--- src/rtl/fifo_drain_arbiter.sv ---
// Weighted round-robin drain of NUM_Q fifos into one registered valid/ready stream.
// Define FIFO_DRAIN_ARB_STRICT_Q0_EN to give queue 0 strict, uncapped priority.
module fifo_drain_arbiter #(
  parameter int NUM_Q     = 4,
  parameter int WIDTH     = 32,
  parameter int BURST_LEN = 2,
  parameter int QID_W     = 2
) (
  input  logic                   clk,
  input  logic                   resetn,
  input  logic [NUM_Q-1:0]       q_en,
  input  logic [NUM_Q-1:0]       fifo_empty,
  input  logic [NUM_Q-1:0]       fifo_wr,
  input  logic [NUM_Q*WIDTH-1:0] fifo_data,
  output logic [NUM_Q-1:0]       fifo_rd,
  output logic                   out_valid,
  input  logic                   out_ready,
  output logic [WIDTH-1:0]       out_data,
  output logic [QID_W-1:0]       out_qid
);

`ifdef FIFO_DRAIN_ARB_STRICT_Q0_EN
  localparam bit STRICT_Q0 = 1'b1;
`else
  localparam bit STRICT_Q0 = 1'b0;
`endif
  localparam logic [3:0] BURST_MAX = 4'(BURST_LEN);

  typedef enum logic {IDLE, BURST} state_t;

  state_t           r_state, w_state_nxt;
  logic [QID_W-1:0] r_rr_ptr, w_rr_nxt;
  logic [QID_W-1:0] r_cur_q, w_cur_nxt;
  logic [3:0]       r_burst_cnt, w_cnt_nxt;
  logic             r_out_valid;
  logic [WIDTH-1:0] r_out_data;
  logic [QID_W-1:0] r_out_qid;

  logic [NUM_Q-1:0] w_elig, w_search_mask;
  logic [QID_W-1:0] w_search_start, w_found_q, w_grant_q;
  logic             w_found, w_grant, w_load, w_q0_burst, w_rr_burst;

  function automatic logic [QID_W-1:0] wrap_add(input logic [QID_W-1:0] base, input int k);
    int s;
    s = int'(base) + k;
    if (s >= NUM_Q) s = s - NUM_Q;
    return QID_W'(s);
  endfunction

  // A queue being written this cycle would ignore rd, so it is not eligible.
  assign w_elig     = q_en & ~fifo_empty & ~fifo_wr;
  assign w_load     = !r_out_valid || out_ready;
  assign w_q0_burst = STRICT_Q0 && (r_cur_q == '0);
  assign w_rr_burst = (r_state == BURST) && !w_q0_burst;

  // Queue 0 bursts sit outside the rotation, so their end leaves rr_ptr alone.
  assign w_search_start = w_rr_burst ? wrap_add(r_cur_q, 1) : r_rr_ptr;
  assign w_search_mask  = w_elig & ~NUM_Q'(STRICT_Q0);

  always_comb begin
    // NOTE: every combinational output gets a default first so no path infers a latch.
    w_found   = 1'b0;
    w_found_q = '0;
    for (int k = NUM_Q - 1; k >= 0; k--) begin
      if (w_search_mask[wrap_add(w_search_start, k)]) begin
        w_found   = 1'b1;
        w_found_q = wrap_add(w_search_start, k);
      end
    end
  end

  always_comb begin
    w_state_nxt = r_state;
    w_rr_nxt    = r_rr_ptr;
    w_cur_nxt   = r_cur_q;
    w_cnt_nxt   = r_burst_cnt;
    w_grant     = 1'b0;
    w_grant_q   = r_cur_q;
    if (w_load) begin
      if (STRICT_Q0 && w_elig[0]) begin
        w_grant     = 1'b1;
        w_grant_q   = '0;
        w_cur_nxt   = '0;
        w_cnt_nxt   = 4'd1;
        w_state_nxt = BURST;
      end else if (w_rr_burst && w_elig[r_cur_q] && (r_burst_cnt < BURST_MAX)) begin
        w_grant   = 1'b1;
        w_grant_q = r_cur_q;
        w_cnt_nxt = r_burst_cnt + 4'd1;
      end else begin
        if (w_rr_burst) w_rr_nxt = wrap_add(r_cur_q, 1);
        if (w_found) begin
          w_grant   = 1'b1;
          w_grant_q = w_found_q;
          w_cur_nxt = w_found_q;
          w_cnt_nxt = 4'd1;
          if (BURST_LEN > 1) begin
            w_state_nxt = BURST;
          end else begin
            w_state_nxt = IDLE;
            w_rr_nxt    = wrap_add(w_found_q, 1);
          end
        end else begin
          w_state_nxt = IDLE;
        end
      end
    end
  end

  always_comb begin
    fifo_rd = '0;
    if (resetn && w_grant) fifo_rd[w_grant_q] = 1'b1;
  end

  always_ff @(posedge clk) begin
    // NOTE: state updates use non-blocking assignments so every register samples pre-edge values.
    if (!resetn) begin
      r_state     <= IDLE;
      r_rr_ptr    <= '0;
      r_cur_q     <= '0;
      r_burst_cnt <= '0;
      r_out_valid <= 1'b0;
      r_out_data  <= '0;
      r_out_qid   <= '0;
    end else begin
      r_state     <= w_state_nxt;
      r_rr_ptr    <= w_rr_nxt;
      r_cur_q     <= w_cur_nxt;
      r_burst_cnt <= w_cnt_nxt;
      if (w_load) begin
        if (w_grant) begin
          r_out_valid <= 1'b1;
          r_out_data  <= fifo_data[int'(w_grant_q)*WIDTH +: WIDTH];
          r_out_qid   <= w_grant_q;
        end else begin
          r_out_valid <= 1'b0;
        end
      end
    end
  end

  assign out_valid = r_out_valid;
  assign out_data  = r_out_data;
  assign out_qid   = r_out_qid;

endmodule

--- config.mk ---
export PLATFORM = sky130hd
export DESIGN_NAME = fifo_drain_arbiter
export DESIGN_NICKNAME = d
export VERILOG_FILES = /design/src/rtl/fifo_drain_arbiter.sv
export SDC_FILE = /design/constraint.sdc
export NUM_CORES = 1
export LEC_CHECK = 0
export ABC_AREA = 1
export ABC_CLOCK_PERIOD_IN_PS = 2250
export CORE_ASPECT_RATIO = 0.75
export CORE_MARGIN = 3
export CORE_UTILIZATION = 35
export CTS_CLUSTER_DIAMETER = 100
export DETAILED_ROUTE_END_ITERATION = 12
export PLACE_DENSITY = 0.71
export SLEW_MARGIN = 20
export SYNTH_ARGS = -nofsm -noshare
export SYNTH_HDL_FRONTEND = slang
export SYNTH_SLANG_ARGS = --single-unit
--- constraint.sdc ---
create_clock -name clk -period 2.25 [get_ports clk]
set_clock_uncertainty 0.15 [all_clocks]
set_input_delay 0.3375 -clock clk [delete_from_list [all_inputs] [get_ports clk]]
set_output_delay 0.3375 -clock clk [all_outputs]
set_load 0.01 [all_outputs]
==> results of run 1 <==
sequential cells by signal, summed over array words and instances, names as in the netlist:
register	flops
r_rr_ptr	2
r_state	1
r_cur_q	2
out_qid	2
out_valid	1
r_burst_cnt	4
out_data	32
placed cells by master, fill, tap and decap left out, types with 6 or more instances in the layout:
cell             synthesis  routed
a21oi_1                  9       8
buf_12                   0       6
buf_4                    8      25
buf_6                    2      10
clkbuf_16                0       8
clkdlybuf4s50_1          0     168
dfxtp_1                 44      40
dlygate4sd2_1            0       9
inv_1                  174     171
nand2_1                136     117
nand2_2                  5      21
nand3_1                166     101
nand3_2                  2      62
nor2_1                  81      71
nor2_2                   1      10
o21ai_0                  6       6
through the flow:
step | cell area, sq um | TNS, ns | power (mW)
after global placement | 5670 | -26.40 | 7.17
after global routing | 6780 | -13.67 | 11.7
after CTS | 6310 | -9.24 | 9.74
final | 6780 | -9.52 | 10.9
after detailed placement | 5670 | -30.38 | 7.29
after floorplan | 3690 | 0 | 5.36
power groups by stage:
stage | clock, mW | sequential [mW] | combinational [mW]
finish | 0.877 | 1.42 | 8.60
CTS | 0.897 | 1.41 | 7.44
global placement | 0 | 1.39 | 5.78
floorplan | 0 | 1.50 | 3.86
global route | 0.920 | 1.47 | 9.29
detailed placement | 0 | 1.40 | 5.88
final timing paths:
check                 start  slack [ns]        endpoint  cells past startpoint
max                 r_state       -0.40      fifo_rd[3]                     13
min reg2reg  r_burst_cnt[0]        0.32  r_burst_cnt[0]                      1
max reg2reg         r_state       -0.30    out_data[30]                     18
min          r_burst_cnt[0]        0.32  r_burst_cnt[0]                      1
worst max-delay path, cell delays in order, from the launching register on:
cell and delay, ns:
dfxtp_4 0.37, o21ai_4 0.29, nand2_1 0.11, nand2_2 0.09, nand2_2 0.07, nand2_2 0.09, nand3_2 0.13, nand2_2 0.12
nand2_2 0.07, nand3_4 0.07, nand2_4 0.09, buf_6 0.13, nor3_2 0.09, buf_2 0.15
kinds of logic after synthesis:
logic type | after synthesis | share of synthesized area [%]
buf+inv | 217 | 24.0
fa+ha+maj | 1 | 0.341
compound gates | 23 | 3.99
flops | 44 | 24.0
simple gates | 400 | 47.7
area by class of cell:
class / count / area, sq um
clock buffers: 7 / 153
repair buffers: 233 / 2460
inverters: 178 / 673
flip-flops and latches: 44 / 891
multi-input cells: 424 / 2410
fillers: 864 / 3150
well taps: 132 / 165
clock inverters: 1 / 30.0
what timing repair did:
action / CTS / global route
pin swaps: 38 / 55
gates resized for setup: 95 / 89
endpoints found under the setup margin: 40 / 42
setup buffers: 18 / 7
gates cloned: 5 / 3
layer usage:
| metal | share of wire [%] | vias up |
|---|---|---|
| met4 | 2.4 | 0 |
| li1 | - | 2459 |
| met5 | 0 | - |
| met3 | 7.8 | 32 |
| met1 | 43 | 2211 |
| met2 | 47 | 225 |
==> summary.md, run 1 <==
| Metric | Value |
|---|---|
| Fin. max-slew vios | `0` |
| Sequential share of power | `13.0%` |
| Htree depth | `2` |
| Hold violation count in the final report | `0` |
| Drt wl/cell | `14.7 um` |
| Sw Ratio | `48.3%` |
| Count of state elements after synthesis | `44` |
| Synth Flop Type | `dfxtp_1` |
| Global Route Usage Sum | `23.4%` |
| DRT antenna net count | `0` |
| Worst hold margin | `0.322 ns` |
| P_int | `5.63 mW` |
| Synth top area share | `24.0%` |
| Initial antenna violation count | `0` |
| Failing checks | `negative setup slack` |
| Yosys cell types | `27` |
| CTS sink cnt | `44` |
| Vias per inst | `4.84` |
| Cts hold-fix bufs | `0` |
| Minimum clock period | `2.65 ns` |
| Maximum number of pins on one net before global-route repair | `71` |
| Core ar. | `0.00993 sq mm` |
| Final setup vio count | `36` |
| Grt met3 use | `6.78%` |
| Final core utilization | `68.3%` |
| Crit. End Element | `output pin` |
| Most frequent cells after synthesis | `inv_1 (174), nand3_1 (166), nand2_1 (136), nor2_1 (81), dfxtp_1 (44)` |
| Routed vias | `4927` |
| Max cap viols | `0` |
| Busiest grt layer | `met2` |
| Largest area contributor in the netlist | `dfxtp_1` |
| CTS clk-pin slew, worst paths | `0.06 ns` |
| Synth Net Count | `829` |
| Maximum clock path buffer count | `2` |
| Logic pwr share | `78.9%` |
| Worst VDD drop | `0.00107 V` |
| First-pass GRT wire length | `22800 um` |
| Dpl ws | `-0.922 ns` |
| NetSw | `5.26 mW` |
| NumNets Final | `1030` |
| Worst path arrival time | `2.16 ns` |
| Tightest Hold Check Type | `reg2reg` |
| Non-Filler Instances | `1019` |
| Number of I/O pins | `182` |
| Die Span Y | `94.7 um` |
| Worst slew pin tran | `0.392 ns` |
| FP Rows | `31` |
| Setup WS post-layout | `-0.400 ns` |
| Die width | `124 um` |
| RSZ-0062 raised after global routing | `yes` |
| M2 GR Usage | `39.6%` |
| Startpoint Class | `register` |
| Clock share of power | `8.1%` |
| Post-route DRC | `0` |
| Dpl hpwl | `9320 um` |
| CTS Buf Count | `5` |
| Antenna diodes | `0` |
| Vias in the first global route | `4828` |
| Pwr Density | `1610 mW/mm^2` |
| Critical Path RT | `1.76 ns` |
| Fin crit share | `118%` |
| IO buf count | `181` |
| Placed insts | `986` |
| Layout area overhead | `84.6%` |
| Synth Instances | `685` |
| Drt first-iter violations | `172` |
| Synth top area cells | `dfxtp_1 (24%), nand3_1 (23%), inv_1 (18%)` |
| Asr flop ratio synth | `0%` |
| Count leader, synth | `inv_1` |
| Die ar. | `0.0118 sq mm` |
| Synthesized area per cell | `5.36 sq um` |
| Root Buffer | `clkbuf_16` |
| Grt met1 use | `28.5%` |
| Layout cell share with drive strength beyond 1 | `21.2%` |
| Initial Util | `37.0%` |
| GP Congestion | `0.960` |
| Critical path type | `reg2out` |
| Sequential share of the synthesized area | `24.0%` |
| Synth Cell Area | `0.00367 sq mm` |
| Crit path max fanout | `8` |
| YS warnings | `0` |
| Fmax | `377 MHz` |
| TritonRoute pass-1 iters | `4` |
| GRT overflow | `0` |
| Clk_lat worst skew | `0.28 ns` |
| CTS tree | `done` |
| Number of enable flip-flop cells after synthesis | `0` |
| Leakage | `3.53 nW` |
| Worst rel slew slack | `73.9%` |
| Run status | `complete, but fails checks` |
| Routed wire length | `14900 um` |
No activity file was read; power rests on OpenSTA's default activity.
==> run 2, diff against run 1 <==
--- a/config.mk
+++ b/config.mk
@@ -12,6 +12,7 @@
 export CORE_UTILIZATION = 35
 export CTS_CLUSTER_DIAMETER = 100
 export DETAILED_ROUTE_END_ITERATION = 12
+export HOLD_SLACK_MARGIN = 0.12
 export PLACE_DENSITY = 0.71
 export SLEW_MARGIN = 20
 export SYNTH_ARGS = -nofsm -noshare
==> constraint.sdc (replaced) <==
create_clock -name clk -period 2.25 [get_ports clk]
set_clock_uncertainty 0.15 [all_clocks]
set_input_delay 0.3375 -clock clk [delete_from_list [all_inputs] [get_ports clk]]
set_output_delay 0.3375 -clock clk [all_outputs]
set_load 0.1 [all_outputs]
==> run 2 against run 1 <==
  * Die area did not move
  * Flip-flop and latch count did not move
  * The run still ends with negative setup slack left
  * Critical path type is now in2out
  * Worst setup slack got worse by 0.0067 ns
  * Count of clock-buffer cells in the layout fell by 2
==> summary.md, run 2 (synthesis gave the netlist of run 1 again) <==
| Metric | Value |
|---|---|
| Run status | `complete, but fails checks` |
| Placed insts | `993 (+0.71%)` |
| Final setup TNS | `-9.81 ns (-0.286 ns)` |
| Clk_lat worst skew | `0.28 ns (about the same)` |
| Htree depth | `2 (unchanged)` |
| Worst rel slew slack | `73.2% (-0.69 points)` |
| Critical Path RT | `1.76 ns (about the same)` |
| CTS tree | `done` |
| Design Area, Final | `0.00669 sq mm (-1.3%)` |
| Hold violation count in the final report | `0 (unchanged)` |
| Critical path type | `in2out` |
| Crit path max fanout | `3 (-5)` |
| Routed vias | `4919 (-0.16%)` |
| Global Route Usage Sum | `22.3% (-1.1 points)` |
| Die ar. | `0.0118 sq mm (unchanged)` |
| Fin. max-slew vios | `0 (unchanged)` |
| Die Span Y | `94.7 um (unchanged)` |
| Setup WS post-layout | `-0.407 ns (-0.00668 ns)` |
| Layout area overhead | `82.2%` |
| Max stage delay on crit path | `0.45 ns (+0.08 ns)` |
| Vias per inst | `4.81 (-0.55%)` |
| Post-route DRC | `0 (unchanged)` |
| Worst Path Buf+Inv | `4 (+2)` |
| CTS sink cnt | `44 (unchanged)` |
| Most common cell after layout, fill and taps aside | `inv_1` |
| First-pass GRT wire length | `21800 um (-4.1%)` |
| Dpl hpwl | `9810 um (+5.2%)` |
| Fmax | `376 MHz (-0.25%)` |
| RSZ-0062 raised after global routing | `yes` |
| Routed wire length | `14700 um (-1.5%)` |
| Fin crit share | `118% (+0.30 points)` |
| Worst path arrival time | `2.17 ns (about the same)` |
| FP Rows | `31 (unchanged)` |
| Tightest Hold Check Type | `reg2reg` |
| Worst slew pin tran | `0.402 ns (+0.0104 ns)` |
| Layout cell share with drive strength beyond 1 | `22.0% (+0.80 points)` |
| Initial Util | `37.0% (unchanged)` |
| Max cap viols | `0 (unchanged)` |
| CTS Buf Count | `5 (unchanged)` |
| Cell area after placement | `0.00574 sq mm (+1.2%)` |
| Crit. End Element | `output pin` |
| Fillers | `905 (+4.7%)` |
| Drt wl/cell | `14.4 um (-1.8%)` |
| Die width | `124 um (unchanged)` |
| Number of I/O pins | `182 (unchanged)` |
| Maximum clock path buffer count | `2 (unchanged)` |
| CTS clk-pin slew, worst paths | `0.06 ns (about the same)` |
| DRT antenna net count | `0 (unchanged)` |
| Max reg flops | `32 (unchanged)` |
| Root Buffer | `clkbuf_16` |
| Slowest stage cell on the critical path | `clkdlybuf4s50_1` |
| CP most frequent cell | `nand2_2` |
| Maximum number of pins on one net before global-route repair | `37 (-48%)` |
| Startpoint Class | `primary input` |
| Initial antenna violation count | `0 (unchanged)` |
| IO buf count | `181 (unchanged)` |
| Drt first-iter violations | `245 (+42%)` |
| Most frequent cells in the layout | `inv_1 (171), nand3_1 (146), clkdlybuf4s50_1 (132), nand2_1 (107), nor2_1 (70)` |
| Minimum clock period | `2.66 ns (+0.00668 ns)` |
| Antenna diodes | `0 (unchanged)` |
| GRT overflow | `0 (unchanged)` |
| NumNets Final | `1036 (+0.58%)` |
| Final setup vio count | `38 (+5.6%)` |
| Top delay family on crit path | `buffers and inverters` |
| Failing checks | `negative setup slack` |
| Non-Filler Instances | `1023 (+0.39%)` |
| GP Congestion | `0.952 (-0.80%)` |
| Vias in the first global route | `4480 (-7.2%)` |
| Core ar. | `0.00993 sq mm (unchanged)` |
| TritonRoute pass-1 iters | `5 (+1)` |
| Ordered list of cells on the worst path | `clkdlybuf4s50_1, inv_1, nand2_2, nor2_4, nand2_1, nand2_2, nand2_2, nand2_2, a21oi_2, o21bai_4, nand2_2, nand2_4, buf_6, nor3_4, buf_12` |
run 2: worst min-delay path: stages, from the launching register on:
cell and delay (ns):
dfxtp_1 0.30, inv_1 0.06, nor3_1 0.05
run 2: worst paths after layout:
path             startpoint        endpoint  slack, ns  cells after the start
max           fifo_empty[1]      fifo_rd[2]      -0.41                     15
min          r_burst_cnt[3]  r_burst_cnt[3]       0.30                      2
max reg2reg         r_state     out_data[7]      -0.33                     19
min reg2reg  r_burst_cnt[3]  r_burst_cnt[3]       0.30                      2
run 2: per-stage QoR:
step / hold slack (ns) / worst slack, ns / utilization (%)
after floorplan: 0.274 / -0.516 / -
after global placement: 0.293 / -0.634 / 57.8
after detailed placement: 0.294 / -0.736 / 57.8
after CTS: 0.301 / -0.402 / 62.6
after global routing: 0.313 / -0.505 / 67.4
final: 0.298 / -0.407 / 67.4
run 2: final cells by class:
cell class,count,area [sq um],area share [%]
Timing Repair Buffer,239,2510,37.6
Multi-Input combinational cell,424,2290,34.2
Sequential cell,44,892,13.3
Inverter,178,678,10.1
Tap cell,132,165,2.47
Clock buffer,5,125,1.87
Clock inverter,1,30.0,0.449
run 2: layer usage:
layer / vias to the layer above / track usage [%] / part of all wire, % / wire, um
met4: 0 / 3.47 / 1.0 / 148
met5: - / 0 / 0 / 0
met3: 12 / 4.69 / 8.3 / 1230
met1: 2211 / 30.5 / 44 / 6460
li1: 2471 / - / - / -
met2: 225 / 37.0 / 47 / 6880
run 2: timing repair:
action | in CTS | in global routing
hold buffers | 0 | 0
endpoints found under the setup margin | 38 | 41
cloned | 3 | 9
pin swaps | 38 | 29
setup buffers | 7 | 6
resized for setup | 63 | 67
Power of run 2 is not shown: default switching activity piles up to over one toggle a cycle in this logic, so the estimate is an artifact.
==> run 3, diff against run 2 <==
--- a/config.mk
+++ b/config.mk
@@ -10,6 +10,7 @@
 export CORE_ASPECT_RATIO = 0.75
 export CORE_MARGIN = 3
 export CORE_UTILIZATION = 35
+export CTS_BUF_LIST = sky130_fd_sc_hd__clkbuf_8 sky130_fd_sc_hd__clkbuf_16
 export CTS_CLUSTER_DIAMETER = 100
 export DETAILED_ROUTE_END_ITERATION = 12
 export HOLD_SLACK_MARGIN = 0.12
==> results of run 3 <==
No change in the layout: final DEF, timing and power equal those of run 2.
Power of run 3 is left out for the same reason.
